==> src/rtl/rob_commit_monitor_pkg.sv <==
// Shared encodings for the ROB commit monitor: error codes and FSM states.
package rob_commit_monitor_pkg;

  localparam logic [2:0] ERR_NONE      = 3'd0;
  localparam logic [2:0] ERR_ORDER     = 3'd1;
  localparam logic [2:0] ERR_NOT_READY = 3'd2;
  localparam logic [2:0] ERR_MISMATCH  = 3'd3;
  localparam logic [2:0] ERR_DUP_CDB   = 3'd4;
  localparam logic [2:0] ERR_TIMEOUT   = 3'd5;

  typedef enum logic [1:0] {
    ST_RUN  = 2'd0,
    ST_DONE = 2'd1,
    ST_FAIL = 2'd2
  } mon_state_e;

endpackage

==> src/rtl/rob_result_table.sv <==
// Per-ROB-tag store of CDB results: a valid bit plus the broadcast value.
// The write port also reports whether the addressed entry was already valid,
// so the caller can detect a second broadcast on a live tag.
module rob_result_table #(
  parameter int TAG_W  = 3,
  parameter int DATA_W = 32
) (
  input  logic              clk,
  input  logic              reset,
  input  logic              wr_en,
  input  logic [TAG_W-1:0]  wr_tag,
  input  logic [DATA_W-1:0] wr_data,
  output logic              wr_hit,
  input  logic [TAG_W-1:0]  rd_tag,
  output logic              rd_valid,
  output logic [DATA_W-1:0] rd_data,
  input  logic              clr_en,
  input  logic [TAG_W-1:0]  clr_tag
);

  localparam int DEPTH = 1 << TAG_W;

  logic [DEPTH-1:0]  valid_q;
  logic [DATA_W-1:0] data_q [DEPTH];

  // Valid bits: a write sets, a clear resets; clear wins on a same-tag collision
  // so a broadcast bypassed straight into a retiring commit leaves the entry empty.
  always_ff @(posedge clk or negedge reset) begin
    if (!reset) begin
      valid_q <= '0;
    end else begin
      if (wr_en)  valid_q[wr_tag]  <= 1'b1;
      if (clr_en) valid_q[clr_tag] <= 1'b0;
    end
  end

  // Result data is only ever consumed behind its valid bit, so it needs no reset.
  always_ff @(posedge clk) begin
    if (wr_en) data_q[wr_tag] <= wr_data;
  end

  assign wr_hit   = valid_q[wr_tag];
  assign rd_valid = valid_q[rd_tag];
  assign rd_data  = data_q[rd_tag];

endmodule

==> src/rtl/rob_commit_monitor.sv <==
// Retire-side checker for the Tomasulo core. Records CDB broadcasts per ROB
// tag, checks each commit for in-order tag, result presence and value match,
// keeps an architectural shadow register file and ends the run with done or
// fail (first error wins and is latched with its code and tag).
//
// Handshake: cdb_valid and commit_valid are single-cycle strobes sampled on
// the rising clock edge; there is no back-pressure, every strobe presented
// while the FSM is in RUN is consumed in that cycle.
module rob_commit_monitor
  import rob_commit_monitor_pkg::*;
#(
  parameter int TAG_W       = 3,
  parameter int DATA_W      = 32,
  parameter int REG_W       = 5,
  parameter int CNT_W       = 8,
  parameter int EXP_COMMITS = 8,
  parameter int MAX_CYCLES  = 30
) (
  input  logic              clk,
  input  logic              reset,
  input  logic              cdb_valid,
  input  logic [TAG_W-1:0]  cdb_tag,
  input  logic [DATA_W-1:0] cdb_result,
  input  logic              commit_valid,
  input  logic [TAG_W-1:0]  commit_tag,
  input  logic [REG_W-1:0]  commit_rd,
  input  logic [DATA_W-1:0] commit_value,
  input  logic [REG_W-1:0]  arch_rd_addr,
  output logic [DATA_W-1:0] arch_rd_data,
  output logic [CNT_W-1:0]  commit_count,
  output logic [CNT_W-1:0]  cycle_count,
  output logic              done,
  output logic              fail,
  output logic [2:0]        err_code,
  output logic [TAG_W-1:0]  err_tag
);

  localparam int REG_N = 1 << REG_W;
  localparam logic [CNT_W-1:0] LAST_CNT = CNT_W'(EXP_COMMITS - 1);
  localparam logic [CNT_W-1:0] MAX_CNT  = CNT_W'(MAX_CYCLES);

  mon_state_e        state_q, state_d;
  logic [TAG_W-1:0]  head_q;
  logic [CNT_W-1:0]  commit_count_q;
  logic [CNT_W-1:0]  cycle_count_q;
  logic [2:0]        err_code_q;
  logic [TAG_W-1:0]  err_tag_q;
  logic [DATA_W-1:0] shadow_q [REG_N];

  logic              tbl_wr_hit;
  logic              tbl_rd_valid;
  logic [DATA_W-1:0] tbl_rd_data;

  logic              in_run;
  logic              bypass;
  logic              entry_valid;
  logic [DATA_W-1:0] entry_data;
  logic              order_err;
  logic              not_ready_err;
  logic              mismatch_err;
  logic              dup_err;
  logic              timeout_err;
  logic              err_any;
  logic              accept;
  logic              upd;
  logic [2:0]        err_code_d;
  logic [TAG_W-1:0]  err_tag_d;

  rob_result_table #(
    .TAG_W  (TAG_W),
    .DATA_W (DATA_W)
  ) u_table (
    .clk      (clk),
    .reset    (reset),
    .wr_en    (upd && cdb_valid),
    .wr_tag   (cdb_tag),
    .wr_data  (cdb_result),
    .wr_hit   (tbl_wr_hit),
    .rd_tag   (commit_tag),
    .rd_valid (tbl_rd_valid),
    .rd_data  (tbl_rd_data),
    .clr_en   (upd && accept),
    .clr_tag  (commit_tag)
  );

  // Commit checks in priority order; a same-tag broadcast bypasses the table.
  always_comb begin
    in_run        = (state_q == ST_RUN);
    bypass        = cdb_valid && commit_valid && (cdb_tag == commit_tag);
    entry_valid   = bypass ? 1'b1 : tbl_rd_valid;
    entry_data    = bypass ? cdb_result : tbl_rd_data;
    order_err     = commit_valid && (commit_tag != head_q);
    not_ready_err = commit_valid && !order_err && !entry_valid;
    mismatch_err  = commit_valid && !order_err && entry_valid && (commit_value != entry_data);
    accept        = commit_valid && !order_err && entry_valid && !mismatch_err;
    dup_err       = cdb_valid && tbl_wr_hit;
    timeout_err   = (cycle_count_q >= MAX_CNT);
    err_any       = in_run && (order_err || not_ready_err || mismatch_err || dup_err || timeout_err);
    upd           = in_run && !err_any;

    err_code_d = ERR_NONE;
    err_tag_d  = '0;
    if (order_err) begin
      err_code_d = ERR_ORDER;
      err_tag_d  = commit_tag;
    end else if (not_ready_err) begin
      err_code_d = ERR_NOT_READY;
      err_tag_d  = commit_tag;
    end else if (mismatch_err) begin
      err_code_d = ERR_MISMATCH;
      err_tag_d  = commit_tag;
    end else if (dup_err) begin
      err_code_d = ERR_DUP_CDB;
      err_tag_d  = cdb_tag;
    end else if (timeout_err) begin
      err_code_d = ERR_TIMEOUT;
      err_tag_d  = '0;
    end
  end

  // Next state: any error in RUN beats a completing commit in the same cycle.
  always_comb begin
    state_d = state_q;
    unique case (state_q)
      ST_RUN: begin
        if (err_any) state_d = ST_FAIL;
        else if (accept && (commit_count_q == LAST_CNT)) state_d = ST_DONE;
      end
      default: state_d = state_q;
    endcase
  end

  // State register; DONE and FAIL hold until reset.
  always_ff @(posedge clk or negedge reset) begin
    if (!reset) state_q <= ST_RUN;
    else        state_q <= state_d;
  end

  // Head pointer and counters advance only on clean RUN cycles.
  always_ff @(posedge clk or negedge reset) begin
    if (!reset) begin
      head_q         <= '0;
      commit_count_q <= '0;
      cycle_count_q  <= '0;
    end else if (upd) begin
      if (accept) begin
        head_q         <= head_q + 1'b1;
        commit_count_q <= commit_count_q + 1'b1;
      end
      if (cycle_count_q != '1) cycle_count_q <= cycle_count_q + 1'b1;
    end
  end

  // First error is latched with its code and tag.
  always_ff @(posedge clk or negedge reset) begin
    if (!reset) begin
      err_code_q <= ERR_NONE;
      err_tag_q  <= '0;
    end else if (err_any) begin
      err_code_q <= err_code_d;
      err_tag_q  <= err_tag_d;
    end
  end

  // Architectural shadow registers; x0 is never written.
  always_ff @(posedge clk or negedge reset) begin
    if (!reset) begin
      for (int i = 0; i < REG_N; i++) shadow_q[i] <= '0;
    end else if (upd && accept && (commit_rd != '0)) begin
      shadow_q[commit_rd] <= commit_value;
    end
  end

  assign arch_rd_data = (arch_rd_addr == '0) ? '0 : shadow_q[arch_rd_addr];
  assign commit_count = commit_count_q;
  assign cycle_count  = cycle_count_q;
  assign done         = (state_q == ST_DONE);
  assign fail         = (state_q == ST_FAIL);
  assign err_code     = err_code_q;
  assign err_tag      = err_tag_q;

endmodule

==> config.mk <==
export PLATFORM = sky130hd
export DESIGN_NAME = rob_commit_monitor
export DESIGN_NICKNAME = d
export VERILOG_FILES = /design/src/rtl/rob_commit_monitor_pkg.sv /design/src/rtl/rob_result_table.sv /design/src/rtl/rob_commit_monitor.sv
export SDC_FILE = /design/constraint.sdc
export NUM_CORES = 2
export LEC_CHECK = 0
export BUFFER_PORTS_ARGS = -buffer_cell sky130_fd_sc_hd__buf_2
export CAP_MARGIN = 10
export CORE_MARGIN = 5
export CORE_UTILIZATION = 57
export DETAILED_ROUTE_END_ITERATION = 8
export HOLD_SLACK_MARGIN = 0.06
export PLACE_DENSITY = 0.81
export SLEW_MARGIN = 10
export SYNTH_ARGS = -nofsm -noshare
export SYNTH_HDL_FRONTEND = slang
export SYNTH_HIERARCHICAL = 1
export SYNTH_SLANG_ARGS = --single-unit
==> constraint.sdc <==
create_clock -name clk -period 7.2 [get_ports clk]
set_input_delay 0 -clock clk [delete_from_list [all_inputs] [get_ports clk]]
set_output_delay 0 -clock clk [all_outputs]
set_load 0.1 [all_outputs]
==> impl_results.md <==
* Root buf cell: clkbuf_16
* Sequential share of power at 0.492
* Hold violation total from the final report at 0
* Largest area contributor in the netlist: dfrtp_1
* Diode count at 0
* Logic pwr share at 0.064
* All-Layer GR Usage at 0.262
* Yosys top cell area share at 0.450
* Core Footprint at 102000 um2
* Row count at 117
* Mapped Area at 58800 um2
* First-pass DRT Iterations at 6
* CTS Sinks at 1315
* CTS Buffer Depth at 3
* Critical Path RT at 7.55 ns
* Post-detailed-routing wire length at 143000 um
* Asr flop ratio synth at 0.805
* Routed Antenna Nets at 0
* Post-synth EDFFs at 256
* Worst Hold Class: in -> reg
* Relative slew slack at 0.180
* Pwr Total at 15.6 mW
* First-pass GRT wire length at 219000 um
* Initial antenna violation count at 3
* Layout cells sized above 1 at 0.281
* Clock transition at the registers of the reported paths at 0.06 ns
* PwrDens at 237 nW/um2
* Psw at 3.64 mW
* Largest net degree at the start of global routing at 182
* FF+latch count, synth at 1315
* Fin nets at 3599
* Pint at 11.9 mW
* Layout area overhead at 11.7%
* Leakage at 31.0 nW
* TritonCTS Buffers at 133
* Worst-Margin Slew at 1.23 ns
* Max-slew violations at 0
* Synth Warn # at 6
* Fmax at 0.179 GHz
* Starting Density at 0.576
* Sw Share at 0.234
* Yosys cell types at 65
* Final setup violation count at 0
* CTS tree: yes
* Detail-routed net length per standard cell at 28.6 um
* Top cell family by delay on the critical path: simple AND/OR/NAND/NOR gates
* Critical Path AT at 5.94 ns
* Vias in the first global route at 34500
* CP Max Fanout at 53
* Top-count cell post-synth: dfrtp_1
* Die W at 331 um
* Worst-Skew Late Latency at 0.73 ns
* Status: finished, final reports clean
* Worst setup EP type: register
* DIE AREA at 110000 um2
* Crit path buf inv count at 4
* Hold WS at 0.0945 ns
* Setup Fix Bufs, Post-CTS at 0
* Max-Cap Viols at 0
* Dpl hpwl at 79200 um
* Port Buffers at 139
* Die height at 331 um
* Resize count post-CTS at 0
* Clock power share at 0.444
* I/O Pins at 140
* Register area share after synthesis at 0.581
* Detailed-route via count at 32100
* Post-Synthesis Cells at 3437
* Clk_skew at 0.0343 ns
* RSZ-0062 raised after global routing: false
* Setup tns final at 0 ns
* Post-synth top cells: dfrtp_1, mux2_1, mux4_2
* Fin crit period at 5.59 ns
* 1st-iter DRT viols at 3049
* Drt via density at 6.44
* Maximum VDD drop at 0.000328 V
* Worst setup path category: in -> reg
* Avg Cell Area, Syn at 17.1 um2
* Overflow after GRT at 0
* Startpoint class of the critical path: input port
* # DRC at 0
* H-tree depth at 4
* CP max stage delay at 0.67 ns
* Main area contributors after synthesis: dfrtp_1, mux2_1, mux4_2, edfxtp_1, mux2_2
* Crit path max-delay cell type: nor3b_1
* Final worst-path cycle share at 0.776
* Main synth FF type: dfrtp_1
* Syn nets at 3525
* CP cell instances: dlygate4sd3_1 -> buf_2 -> buf_12 -> mux4_2 -> mux2_2 -> a222oi_1 -> nand4_1 -> o22ai_1 -> nor3b_1 -> nand4b_1 -> a21oi_1 -> and2_1 -> nor4bb_4 -> buf_4
* Placer Congestion at 0.829
* Util after Layout at 0.643
==> power by group through the flow <==
stage,clock [mW],sequential [mW],combinational [mW]
6_report,6.91,7.67,0.990
5_1_grt,7.34,7.67,1.06
4_1_cts,7.00,7.67,0.992
3_5_place_dp,0,7.81,0.949
3_3_place_gp,0,7.81,0.937
2_1_floorplan,0,7.98,0.412
==> metrics by stage <==
stage / cells / cell area (um2) / setup slack, ns
after floorplan: 3437 / 58800 / 0.177
after global placement: 4663 / 60500 / 1.73
after detailed placement: 4663 / 60500 / 1.50
after CTS: 4978 / 65700 / 1.92
after global routing: 4978 / 65700 / 1.37
final: 4978 / 65700 / 1.61
==> worst paths after layout <==
check	slack (ns)	endpoint	start	cells after the start
worst max-delay path	1.61	u_table/data_q[4][9]	commit_tag[2]	14
worst min-delay path	0.09	err_tag[0]	commit_tag[0]	4
worst max register to register	1.82	u_table/data_q[4][9]	u_table/data_q[4][12]	11
worst min register to register	0.37	shadow_q[1005]	shadow_q[1005]	0
max in group asynchronous	5.23	shadow_q[152]	reset	5
min in group asynchronous	0.56	shadow_q[168]	reset	4
==> sequential cells by signal, indices dropped and copies added, names as in the netlist <==
register and count:
head_q 3, shadow_q 1024, commit_count 8, state_q 2, u_table/data_q 256, cycle_count 8, err_code 3, u_table/valid_q 8
err_tag 3
==> worst min-delay path, stage by stage <==
cell      delay [ns]
buf_4           0.32
buf_4           0.31
inv_1           0.07
a221oi_1        0.07
==> cells in the final DEF (no fill, tap or decap), types with 6 or more instances in the layout <==
master and count:
a21oi_1 7, edfxtp_1 256, buf_2 132, buf_12 13, nor2_1 42, dlygate4sd3_1 80, dfrtp_1 1059, o22ai_1 8
mux4_1 10, clkinv_1 7, nor3_1 6, buf_4 61, mux2i_1 33, nand3_1 7, mux4_2 378, clkbuf_8 17
clkinv_2 15, a221oi_1 6, nand2b_1 13, nand3_4 31, nand4_1 11, bufinv_16 9, nand2_1 18, xnor2_1 41
inv_1 31, clkbuf_16 138, clkbuf_1 35, o32a_1 6, xor2_1 15, mux2_1 845, mux2_2 183
==> routing by layer <==
| layer | track usage | wire (um) |
|---|---|---|
| met1 | 0.367 | 58300 |
| met2 | 0.416 | 68400 |
| met3 | 0.0654 | 12000 |
| met4 | 0.0748 | 3860 |
| met5 | 0 | 13 |
==> kinds of logic (layout without fill, tap and decap cells) <==
family,Yosys count,in the layout,share of synthesized area
AND/OR/NAND/NOR,173,173,0.0201
multiplexers,1449,1449,0.352
flip-flops,1315,1315,0.581
AO/OA/AOI/OAI,57,57,0.00802
buffers and inverters,383,556,0.0302
XOR/XNOR,56,56,0.00834
adder cells (fa/ha/maj),4,4,0.000851
==> area by class of cell <==
type,instances,area (um2)
Multi-Input combinational cell,1739,23100
Timing Repair Buffer,291,2260
Sequential cell,1315,34200
Clock buffer,190,3820
Clock inverter,44,528
Inverter,31,116
Tap cell,1368,1710
Fill cell,6922,36500
==> what timing repair did <==
action	CTS	global route
hold endpoints to repair	1513	0
hold buffers	81	0
endpoints found under the setup margin	0	0
No activity file was read; power rests on OpenSTA's default activity.
